[config.mk]
export PLATFORM = sky130hd
export DESIGN_NAME = rev_alu_seq
export DESIGN_NICKNAME = d
export VERILOG_FILES = /design/src/rtl/rev_alu_pkg.sv /design/src/rtl/rev_ripple_adder.sv /design/src/rtl/rev_alu_seq.sv
export SDC_FILE = /design/constraint.sdc
export NUM_CORES = 1
export LEC_CHECK = 0
export BUFFER_PORTS_ARGS = -buffer_cell sky130_fd_sc_hd__buf_2
export CORE_MARGIN = 3
export CORE_UTILIZATION = 25
export CTS_CLUSTER_DIAMETER = 150
export CTS_CLUSTER_SIZE = 30
export DETAILED_ROUTE_END_ITERATION = 8
export GPL_TIMING_DRIVEN = 0
export SETUP_SLACK_MARGIN = 0.02
export SYNTH_ARGS = -nofsm -noshare
export SYNTH_HDL_FRONTEND = slang
export SYNTH_SLANG_ARGS = --single-unit
[constraint.sdc]
create_clock -name clk -period 8.64 [get_ports clk]
set_input_delay 1.728 -clock clk [delete_from_list [all_inputs] [get_ports clk]]
set_output_delay 1.728 -clock clk [all_outputs]
set_load 0.05 [all_outputs]
[src/rtl/rev_alu_pkg.sv]
// Shared types and reversible-gate primitives for the reversible-gate ALU stage.
// Garbage outputs of each primitive are dropped by returning only the target lines.
package rev_alu_pkg;

    typedef enum logic [1:0] {
        OP_AND = 2'b00,
        OP_XOR = 2'b01,
        OP_ADD = 2'b10,
        OP_MUL = 2'b11
    } op_t;

    typedef enum logic [1:0] {
        IDLE = 2'b00,
        EXEC = 2'b01,
        DONE = 2'b10
    } state_t;

    // 4x4 Toffoli (CCCNOT): target y4 = x4 ^ (x1 & x2 & x3); controls pass through unused.
    function automatic logic toffoli4_y4(input logic x1, input logic x2,
                                         input logic x3, input logic x4);
        return x4 ^ (x1 & x2 & x3);
    endfunction

    // Peres gate returning {q, r} = {a ^ b, c ^ (a & b)}; the p = a line is garbage.
    function automatic logic [1:0] peres_qr(input logic pa, input logic pb, input logic pc);
        return {pa ^ pb, pc ^ (pa & pb)};
    endfunction

endpackage

[src/rtl/rev_ripple_adder.sv]
// Combinational N-bit ripple adder; each full-adder cell is two cascaded Peres gates
// with the first gate's ancilla tied to 0.
module rev_ripple_adder
    import rev_alu_pkg::*;
#(
    parameter int N = 8
) (
    input  logic [N-1:0] a,
    input  logic [N-1:0] b,
    output logic [N-1:0] sum,
    output logic         cout
);

    logic [N:0] carry_s;

    assign carry_s[0] = 1'b0;

    for (genvar i = 0; i < N; i++) begin : g_cell
        logic [1:0] half_s;
        logic [1:0] full_s;
        // First Peres gives {a^b, a&b}; second folds in the carry to give {sum, carry}.
        assign half_s         = peres_qr(a[i], b[i], 1'b0);
        assign full_s         = peres_qr(half_s[1], carry_s[i], half_s[0]);
        assign sum[i]         = full_s[1];
        assign carry_s[i+1]   = full_s[0];
    end

    assign cout = carry_s[N];

endmodule

[src/rtl/rev_alu_seq.sv]
// Sequential operand/result stage: single-cycle AND/XOR/ADD, WIDTH-step shift-add MUL,
// registered result offered over a valid/ready handshake.
module rev_alu_seq
    import rev_alu_pkg::*;
#(
    parameter  int WIDTH = 4,
    localparam int CNT_W = $clog2(WIDTH) + 1
) (
    input  logic                 clk,
    input  logic                 rst_n,
    input  logic                 in_valid,
    output logic                 in_ready,
    input  logic [1:0]           op,
    input  logic [WIDTH-1:0]     a,
    input  logic [WIDTH-1:0]     b,
    output logic                 out_valid,
    input  logic                 out_ready,
    output logic [2*WIDTH-1:0]   result,
    output logic                 busy
);

    localparam int RW = 2 * WIDTH;

    state_t            state_r;
    state_t            state_nxt_s;
    op_t               op_s;
    logic [RW-1:0]     result_r;
    logic [RW-1:0]     acc_r;
    logic [RW-1:0]     mcand_r;
    logic [WIDTH-1:0]  mplier_r;
    logic [CNT_W-1:0]  cnt_r;

    logic              accept_s;
    logic              last_step_s;
    logic [WIDTH-1:0]  and_s;
    logic [WIDTH-1:0]  xor_s;
    logic [RW-1:0]     add_a_s;
    logic [RW-1:0]     add_b_s;
    logic [RW-1:0]     sum_s;
    logic              add_cout_unused_s;

    assign op_s        = op_t'(op);
    assign accept_s    = in_valid && (state_r == IDLE);
    assign last_step_s = (state_r == EXEC) && (cnt_r == CNT_W'(WIDTH - 1));

    for (genvar i = 0; i < WIDTH; i++) begin : g_bitwise
        // AND: Toffoli with third control tied 1, target ancilla 0.
        assign and_s[i] = toffoli4_y4(a[i], b[i], 1'b1, 1'b0);
        // XOR: Toffoli reduced to a Feynman gate by tying two controls to 1.
        assign xor_s[i] = toffoli4_y4(b[i], 1'b1, 1'b1, a[i]);
    end

    // Operand mux for the shared adder: operands in IDLE, accumulate step in EXEC.
    always_comb begin
        add_a_s = '0;
        add_b_s = '0;
        if (state_r == EXEC) begin
            add_a_s = acc_r;
            if (mplier_r[0]) begin
                add_b_s = mcand_r;
            end else begin
                add_b_s = '0;
            end
        end else begin
            add_a_s = {{WIDTH{1'b0}}, a};
            add_b_s = {{WIDTH{1'b0}}, b};
        end
    end

    rev_ripple_adder #(
        .N (RW)
    ) u_adder (
        .a    (add_a_s),
        .b    (add_b_s),
        .sum  (sum_s),
        .cout (add_cout_unused_s)
    );

    // State register.
    always_ff @(posedge clk or negedge rst_n) begin
        if (!rst_n) begin
            state_r <= IDLE;
        end else begin
            state_r <= state_nxt_s;
        end
    end

    // Next-state logic.
    always_comb begin
        state_nxt_s = state_r;
        case (state_r)
            IDLE: begin
                if (accept_s) begin
                    state_nxt_s = (op_s == OP_MUL) ? EXEC : DONE;
                end else begin
                    state_nxt_s = IDLE;
                end
            end
            EXEC: begin
                if (last_step_s) begin
                    state_nxt_s = DONE;
                end else begin
                    state_nxt_s = EXEC;
                end
            end
            DONE: begin
                if (out_ready) begin
                    state_nxt_s = IDLE;
                end else begin
                    state_nxt_s = DONE;
                end
            end
            default: state_nxt_s = IDLE;
        endcase
    end

    // Datapath: capture single-cycle results, load and step the shift-add multiplier.
    always_ff @(posedge clk or negedge rst_n) begin
        if (!rst_n) begin
            result_r <= '0;
            acc_r    <= '0;
            mcand_r  <= '0;
            mplier_r <= '0;
            cnt_r    <= '0;
        end else begin
            case (state_r)
                IDLE: begin
                    if (accept_s) begin
                        case (op_s)
                            OP_AND: result_r <= {{WIDTH{1'b0}}, and_s};
                            OP_XOR: result_r <= {{WIDTH{1'b0}}, xor_s};
                            OP_ADD: result_r <= sum_s;
                            OP_MUL: begin
                                mcand_r  <= {{WIDTH{1'b0}}, a};
                                mplier_r <= b;
                                acc_r    <= '0;
                                cnt_r    <= '0;
                            end
                            default: result_r <= result_r;
                        endcase
                    end
                end
                EXEC: begin
                    acc_r    <= sum_s;
                    mcand_r  <= mcand_r << 1;
                    mplier_r <= mplier_r >> 1;
                    cnt_r    <= cnt_r + CNT_W'(1);
                    // The final step's sum is the full product.
                    if (last_step_s) begin
                        result_r <= sum_s;
                    end
                end
                DONE: begin
                    result_r <= result_r;
                end
                default: begin
                    result_r <= result_r;
                end
            endcase
        end
    end

    assign in_ready  = (state_r == IDLE);
    assign out_valid = (state_r == DONE);
    assign busy      = (state_r != IDLE);
    assign result    = result_r;

endmodule

-- Word-level counts from Yosys, hierarchy flattened
Cells that the tools add are included.
- output and inout bits: 11
- bits of input ports: 14
- register bits after elaboration: 33
- memory bits (writable): 0
- memories kept: 0
- bits in read-only memories: 0
- bits in latches: 0
- logic and storage cells: 91
- multipliers: 0
- muxes and demuxes: 24
- eq/ne operators: 10
- div/mod/pow operators: 0
- $lt $le $gt $ge: 0
- reduce and logical (&&, ||, !) cells: 8
- shift operators: 0
- bitwise gates (word level): 42
- add/subtract/negate cells: 1
- operators with widths (cell ; number):
    2-to-1 mux 8 bit ; 9
    one-hot mux 8 bit (2 select lines) ; 3
    XOR 1 bit ; 25
    one-hot mux 8 bit (3 select lines) ; 1
    bitwise AND 1 bit ; 17
    2-to-1 mux 2 bit ; 4
    2-to-1 mux 4 bit ; 2
    one-hot mux 4 bit (2 select lines) ; 1
    equality test 2 bit, second input constant ; 3
    2-to-1 mux 3 bit ; 2
    one-hot mux 2 bit (3 select lines) ; 1
    one-hot mux 3 bit (2 select lines) ; 1
    equality test 2 x 1 -> 1 bit, second input constant ; 2
    zero test 2 bit ; 2
    != test 2 x 1 -> 1 bit, second input constant ; 2
    != test 4 x 1 -> 1 bit, second input constant ; 1
    AND reduction 4 bit ; 1
    nonzero test 2 bit ; 2
    adder 3 x 1 -> 3 bit, second input constant ; 1
    equality test 3 x 2 -> 1 bit, second input constant ; 1
    AND reduction 3 bit ; 1
    logical AND 1 bit ; 2
    != test 2 bit, second input constant ; 1

-- Longest topological paths before layout
Gate-level depths: netlist of the first run.
- word-level depth: 19
- depth in mapped cells: 18

-- By module
Synthesis of the first run repeated with hierarchy kept, for this count alone.
- cell total of the unflattened synthesis: 202
- area, all modules: 1981.9 sq um
- modules (own cells, without submodules) (module ; area an instance (sq um) ; sequential area each (sq um) ; instances ; cells an instance):
    rev_alu_seq ; 1810.5 ; 825.8 ; 1 ; 189
    rev_ripple_adder ; 171.4 ; 0.0 ; 1 ; 13

-- Least setup slack after synthesis of the first run
OpenSTA, ideal clock, no wires.
- path type: in2reg
- start point: input port a[0]
- end point: register acc_r[6]
- required time: 8.519 ns
- arrival: 4.536 ns
- setup slack: 3.983 ns
- library setup time: 0.121 ns
- buffers on the path: 0
- stages: 12
- cell sequence: nand2_1 > nand2_1 > ha_1 > inv_1 > fa_1 > fa_1 > fa_1 > fa_1 > fa_1 > inv_1 > fa_1 > a22o_1
- cells in the longest elaborated chain, start to end: 14
- RTL lines (element ; RTL line ; source):
    start: declaration ; rev_alu_seq.sv:14 ; input logic [WIDTH-1:0] a,
    2-to-1 mux 8 bit ; rev_alu_seq.sv:57 ; if (state_r == EXEC) begin
    bitwise AND 1 bit (2 in a row) ; rev_alu_pkg.sv:26 ; return {pa ^ pb, pc ^ (pa & pb)};
    XOR 1 bit ; rev_alu_pkg.sv:26 ;
    bitwise AND 1 bit ; rev_alu_pkg.sv:26 ;
    XOR 1 bit ; rev_alu_pkg.sv:26 ;
    bitwise AND 1 bit ; rev_alu_pkg.sv:26 ;
    XOR 1 bit ; rev_alu_pkg.sv:26 ;
    bitwise AND 1 bit ; rev_alu_pkg.sv:26 ;
    XOR 1 bit ; rev_alu_pkg.sv:26 ;
    bitwise AND 1 bit ; rev_alu_pkg.sv:26 ;
    XOR 1 bit (2 in a row) ; rev_alu_pkg.sv:26 ;
    one-hot mux 8 bit (2 select lines) ; rev_alu_seq.sv:126 ; case (state_r)
    end signal: assignment ; rev_alu_seq.sv:144 ; acc_r <= sum_s;
    end: declaration ; rev_alu_seq.sv:28 ; logic [RW-1:0] acc_r;
No other way between the ends.
A chain may end at the register's enable or synchronous reset.

-- Final worst setup path of the first run
- start point: input port b[0]
- end point: register acc_r[6]
- cells in the longest elaborated chain, start to end: 14
- RTL lines (element ; RTL line ; source):
    start: declaration ; rev_alu_seq.sv:15 ; input logic [WIDTH-1:0] b,
    2-to-1 mux 8 bit ; rev_alu_seq.sv:57 ;
    bitwise AND 1 bit (2 in a row) ; rev_alu_pkg.sv:26 ;
    XOR 1 bit ; rev_alu_pkg.sv:26 ;
    bitwise AND 1 bit ; rev_alu_pkg.sv:26 ;
    XOR 1 bit ; rev_alu_pkg.sv:26 ;
    bitwise AND 1 bit ; rev_alu_pkg.sv:26 ;
    XOR 1 bit ; rev_alu_pkg.sv:26 ;
    bitwise AND 1 bit ; rev_alu_pkg.sv:26 ;
    XOR 1 bit ; rev_alu_pkg.sv:26 ;
    bitwise AND 1 bit ; rev_alu_pkg.sv:26 ;
    XOR 1 bit (2 in a row) ; rev_alu_pkg.sv:26 ;
    one-hot mux 8 bit (2 select lines) ; rev_alu_seq.sv:126 ;
No other way between the ends.

==> metrics.txt, run 1 <==
first-pass GRT wire length=7490 um; Worst-Margin Slew=~0.76 ns; Area Overhead vs Synth=17.2%; pin count of the biggest net entering global routing=34; Post-CTS Setup Bufs=0; worst path buffer plus inverter count=3; status=finished, final reports clean; Hold Path Class=reg2reg; Clock Latency Late Sink=roughly 0.29 ns; unique cell type count in the Yosys netlist=38; antenna-violating nets left=0; CTS Hold Buffers Added=0; hold_sp=cnt_r[0]; Fill cells=approximately 780; cts bufs inserted=5; core area=7370 um^2; Leak Pwr=1.12 nW; synth top area cells=dfrtp_1, ha_1, fa_1; slew margin rel.=about 50%; synth cell count leaders=dfrtp_1, nand2_1, ha_1; WHS Endpoint=cnt_r[0]; DP HPWL=around 3300 um; Max VDD drop=0.181 mV; Final setup violation count=0; most numerous cell on the critical path=fa_1; Critical Path Sink Type=register; Mean Syn Cell Area=approximately 10 um^2; post-synthesis cell area=1920 um^2; total negative setup slack=0 ns; Clock Skew=roughly 0.0078 ns; Initial Utilization=between 20% and 30%; CP startpoint=b[0]; final net count=about 250; CTS clk-pin slew, worst paths=0.08 ns; top-count cell post-synth=dfrtp_1; share of cells above drive strength 1=24.8%; number of diodes=0; reg2reg setup slack=around 4.3 ns; area leader, netlist=dfrtp_1; crit-path max cell delay=between 0.4 and 0.5 ns; Final Cycle Share=54.9%; initial antenna violation count=0; Die Area=between 8000 and 9000 um^2; RSZ-0062 raised after global routing=no; Max Root-Sink Buffers=2; GP Congestion=0.791; Power Density=between 300 and 400 nW/um^2; via count=between 1,000 and 1,500; Max-cap violations=0; Critical R2R Capture=acc_r[6]; delay-heaviest family, CP=adder cells; drt pass-1 iters=4; critical-path maximum fanout=3; vias in the first global route=about 1,500; Slew Limit Fails=0; R2R Path Start=state_r[0]; CP required=8.83 ns; Crit-path slowest cell=fa_1; Setup CP Type=in2reg; grt total ovfl=0; WL/cell=~14 um; Chip Height=93.7 um; total power=0.732 mW; min cycle time layout=roughly 4.7 ns; critical path cell sequence=buf_2 > nand2_1 > nand2_1 > ha_1 > inv_1 > fa_1 > fa_1 > fa_1 > fa_1 > fa_1 > inv_1 > fa_1 > a22o_1; Synthesis Warnings=0; EDFF count, synth=0; Setup crit start kind=input pin; reg2reg path depth=14; Final Hold Fails=0; CTS HTree Levels=2; Hold Path Depth=1; Synth Register Bits=33; Starting DRT DRC Count=63; WP depth=13; fmax=about 210 MHz; post-synthesis sequential area ratio=about 43%; num rows=31; Post-Syn Instances=approximately 190; Die Wd=around 94 um; Clock Sinks=33; total wire length=around 4500 um; total track usage=between 10% and 20%; I/O pin count=25; post-route DRC violation count=0; Async S/R FF share, synth=100%; CTS tree=done; hold_ws=0.485 ns; crit path DAT=4.93 ns; clock root buffer=clkbuf_8; post-CTS sizing=0; DR vias/cell=4.71; Post-synth top flop=dfrtp_1; PortBufs=24; Syn Nets=about 220; top-area cell type share of the netlist area=42.9%
[worst max-delay path by stage]
stage / endpoint / slack [ns]
finish: acc_r[6] / 3.90
global placement: acc_r[6] / 3.63
CTS: result[6] / 3.92
floorplan: acc_r[6] / 3.98
detailed placement: acc_r[6] / 3.62
global route: acc_r[7] / 3.75
[logic make-up (layout without fill, tap and decap cells)]
| logic type | count (synthesis) | after routing | synth area share [%] |
|---|---|---|---|
| fa+ha+maj | 17 | 17 | 13.4 |
| simple gates | 59 | 59 | 15.2 |
| buf+inv | 20 | 52 | 5.14 |
| mux | 13 | 13 | 7.81 |
| compound gates | 44 | 44 | 15.5 |
| flops | 33 | 33 | 42.9 |
[power by group]
part | switching, mW | internal, mW
Clock | 0.0626 | 0.0556
Sequential | 0.0378 | 0.215
Combinational | 0.228 | 0.133
Total | 0.329 | 0.404
[cells in the final DEF (no fill, tap or decap), drive strengths merged, types with 2 or more instances in the layout]
master / netlist / layout
a21o: 2 / 2
a21oi: 8 / 8
a22o: 7 / 7
a22oi: 7 / 7
a31oi: 3 / 3
and2: 2 / 2
and3: 4 / 4
buf: 10 / 34
clkbuf: 1 / 6
clkinv: 0 / 2
dfrtp: 33 / 33
fa: 6 / 6
ha: 11 / 11
inv: 9 / 9
mux2: 7 / 7
mux2i: 6 / 6
nand2: 23 / 23
nand3: 10 / 10
nor2: 7 / 7
nor2b: 5 / 5
o21ai: 11 / 11
o22ai: 4 / 4
or2: 2 / 2
or2b: 2 / 2
[final cells by class]
cell class,count,area [um^2],area share (%)
Tap cell,99,124,5.50
Buffer,11,65.1,2.89
Clock inverter,3,17.5,0.777
Sequential cell,33,826,36.6
Timing Repair Buffer,24,120,5.33
Inverter,9,33.8,1.50
Clock buffer,5,68.8,3.05
Multi-Input combinational cell,133,998,44.3
[metal layers]
layer | vias to the layer above | GRT usage [%] | part of all wire, % | wire length (um)
li1 | 709 | - | - | -
met1 | 742 | 14.8 | 48 | 2160
met2 | 37 | 17.4 | 46 | 2070
met3 | 5 | 2.72 | 4.8 | 218
met4 | 0 | 4.33 | 1.4 | 64
met5 | - | 0 | 0 | 0
[through the flow]
step	utilization (%)	cells	setup slack [ns]	area (um^2)
floorplan	-	186	3.98	1920
global placement	29.4	309	3.63	2170
detailed placement	29.4	309	3.62	2170
CTS	30.6	317	3.92	2250
global route	30.6	317	3.75	2250
finish	30.6	317	3.90	2250
[registers in the layout (all words and copies together) (netlist names)]
register  count
acc_r         8
mcand_r       8
result        8
mplier_r      4
cnt_r         3
state_r       2
(Power assumes the default switching activity.)
==> inputs of run 2 (changes only) <==
Settings changed: ABC_AREA from default to 1.
Clock period 8.64 ns to 4.65 ns, I/O delays scaled along.
==> metrics.txt, run 2 <==
status=finished, final reports clean; commonest non-fill, non-tap cell in the layout=nand2_1; synth cell count leaders=nand2_1, dfrtp_1, inv_1; Post-CTS Setup Bufs=0 (unchanged); pin count of the biggest net entering global routing=34 (unchanged); Max Root-Sink Buffers=2 (unchanged); clock root buffer=clkbuf_8; first-pass GRT wire length=7330 um (-2.0%); Syn Nets=269 (+24%); Clock Skew=0.00817 ns (+0.000393 ns); Critical R2R Capture=result[6]; area leader, netlist=dfrtp_1; Post-synth top flop=dfrtp_1; DP Worst Slack=0.396 ns (-3.22 ns); antenna-violating nets left=0 (unchanged); Die Area=8980 um^2 (+2.3%); share of cells above drive strength 1=19.3% (-5.5 points); cts bufs inserted=5 (unchanged); Area Overhead vs Synth=18.5%; Mean Syn Cell Area=8.28 um^2 (-20%); num rows=31 (unchanged); M3 GR Usage=3.43% (+0.70 points); DR vias/cell=4.24 (-10%); Storage cell area=826 um^2 (unchanged); Multi-input gate area=931 um^2 (-6.8%); final std cells w/o fill=369 (+16%); Post-Syn Instances=238 (+28%); fmax=between 200 and 250 MHz; RSZ-0062 raised after global routing=no; synth top area cells=dfrtp_1, nand2_1, ha_1; most frequent cells in the layout=nand2_1, dfrtp_1, inv_1; GP Congestion=0.847 (+7.1%); busiest grt layer=met2; EDFF count, synth=0 (unchanged); met1 GRT Util=13.7% (-1.1 points); Final Cycle Share=between 80 and 90%; Setup crit start kind=register; core area=7450 um^2 (+1.1%); Clock Sinks=33 (unchanged); I/O pin count=25 (unchanged); CP startpoint=state_r[1]; Power Density=614 nW/um^2 (+89%); slew margin rel.=51.3% (+2.0 points); Hold Path Class=reg2reg; Fill cells=810 (+4.0%); post-synthesis cell area=1970 um^2 (+2.5%); Setup CP Type=reg2reg; min cycle time layout=4.12 ns; critical-path maximum fanout=10 (+7); Final Hold Fails=0 (unchanged); initial antenna violation count=0 (unchanged); unique cell type count in the Yosys netlist=28 (-26%); DP HPWL=3350 um (+2.3%); post-route DRC violation count=0 (unchanged); GR Layer Usage met2=17.6% (+0.17 points); reg2reg setup slack=0.53 ns (-3.79 ns); final worst slack=0.534 ns (-3.37 ns); Chip Height=94.8 um (+1.2%); Slew Limit Fails=0 (unchanged); post-CTS sizing=0 (unchanged); Async S/R FF share, synth=100% (unchanged); total track usage=10.7% (-0.42 points); top-count cell post-synth=nand2_1; top-area cell type share of the netlist area=41.9% (-1.0 points); Final setup violation count=0 (unchanged); total negative setup slack=0 ns (unchanged); post-synthesis sequential area ratio=41.9% (-1.0 points); Worst-Margin Slew=0.730 ns (-0.0302 ns); CTS Hold Buffers Added=0 (unchanged); Clock Latency Late Sink=0.29 ns (about the same); critical path endpoint=result[6]; Critical Path Sink Type=register; total wire length=4330 um (-4.1%); Synth Register Bits=33 (unchanged); grt total ovfl=0 (unchanged); via count=1,564 (+4.8%); Synthesis Warnings=0 (unchanged); reg2reg path depth=15 (+1); Max VDD drop=0.148 mV (-18%); CTS HTree Levels=2 (unchanged); Die Wd=94.8 um (+1.2%); crit path DAT=4.28 ns (-0.65 ns); CTS tree=done; number of diodes=0 (unchanged); Max-cap violations=0 (unchanged); R2R Path Start=state_r[1]; vias in the first global route=1,489 (+0.88%); CP required=4.82 ns (-4.01 ns); Inst Count DP=361 (+17%); fin util=31.4% (+0.77 points); final net count=300 (+21%); PortBufs=24 (unchanged); Starting DRT DRC Count=82 (+30%); drt pass-1 iters=4 (unchanged); Leak Pwr=1.19 nW (+5.8%); WL/cell=11.7 um (-18%); CTS clk-pin slew, worst paths=0.07 ns (about the same); Initial Utilization=26.5% (+0.37 points)
-- run 2: how the worst min path moves through the flow --
stage | cells past startpoint | end | slack (ns) | from
after global placement | 2 | result[3] | 0.46 | result[3]
after floorplan | 1 | cnt_r[0] | 0.45 | cnt_r[0]
after global routing | 2 | result[4] | 0.51 | result[4]
after detailed placement | 2 | result[3] | 0.46 | result[3]
after CTS | 2 | result[3] | 0.48 | result[3]
final | 2 | result[3] | 0.48 | result[3]
-- run 2: cell type report --
| class | instances | share of cell area, % |
|---|---|---|
| Sequential cell | 33 | 35.4 |
| Clock inverter | 2 | 1.61 |
| Clock buffer | 6 | 3.54 |
| Multi-Input combinational cell | 161 | 39.9 |
| Buffer | 10 | 3.59 |
| Tap cell | 99 | 5.31 |
| Timing Repair Buffer | 24 | 5.14 |
| Inverter | 34 | 5.57 |
-- run 2: worst max-delay path: stages, from the launching register on --
cell	delay [ns]
dfrtp_1	0.44
inv_2	0.13
nand2_4	0.08
buf_2	0.21
o31ai_1	0.25
ha_1	0.19
inv_1	0.05
fa_1	0.38
fa_1	0.40
fa_1	0.41
fa_1	0.39
fa_1	0.36
inv_1	0.09
fa_1	0.42
o21ai_0	0.11
o21ai_1	0.09
-- run 2: report_power, final --
| group | internal [mW] | switching [mW] |
|---|---|---|
| Combinational | 0.228 | 0.471 |
| Sequential | 0.391 | 0.0594 |
| Clock | 0.174 | 0.111 |
-- run 2: kinds of logic after synthesis --
kind of cell,Yosys count,share of synthesized area (%)
buffers and inverters,44,10.9
AOI/OAI and AO/OA,40,11.6
and+or+nand+nor,104,22.6
DFF,33,41.9
adders and majority gates,17,13.1
-- run 2: per-stage QoR --
step | instance area, um^2 | power (mW) | hold slack (ns)
finish | 2330 | 1.43 | 0.476
CTS | 2330 | 1.45 | 0.479
detailed placement | 2210 | 1.17 | 0.462
global route | 2330 | 1.56 | 0.513
global placement | 2210 | 1.15 | 0.460
floorplan | 1970 | 0.988 | 0.450
-- run 2: metal layers --
metal  routed length, um  part of all wire, %  up-vias
met5                   0                    0        -
met4                  42                 0.97        0
met3                 164                  3.8        5
met2                2090                   48       17
met1                2030                   47      721
li1                    -                    -      821
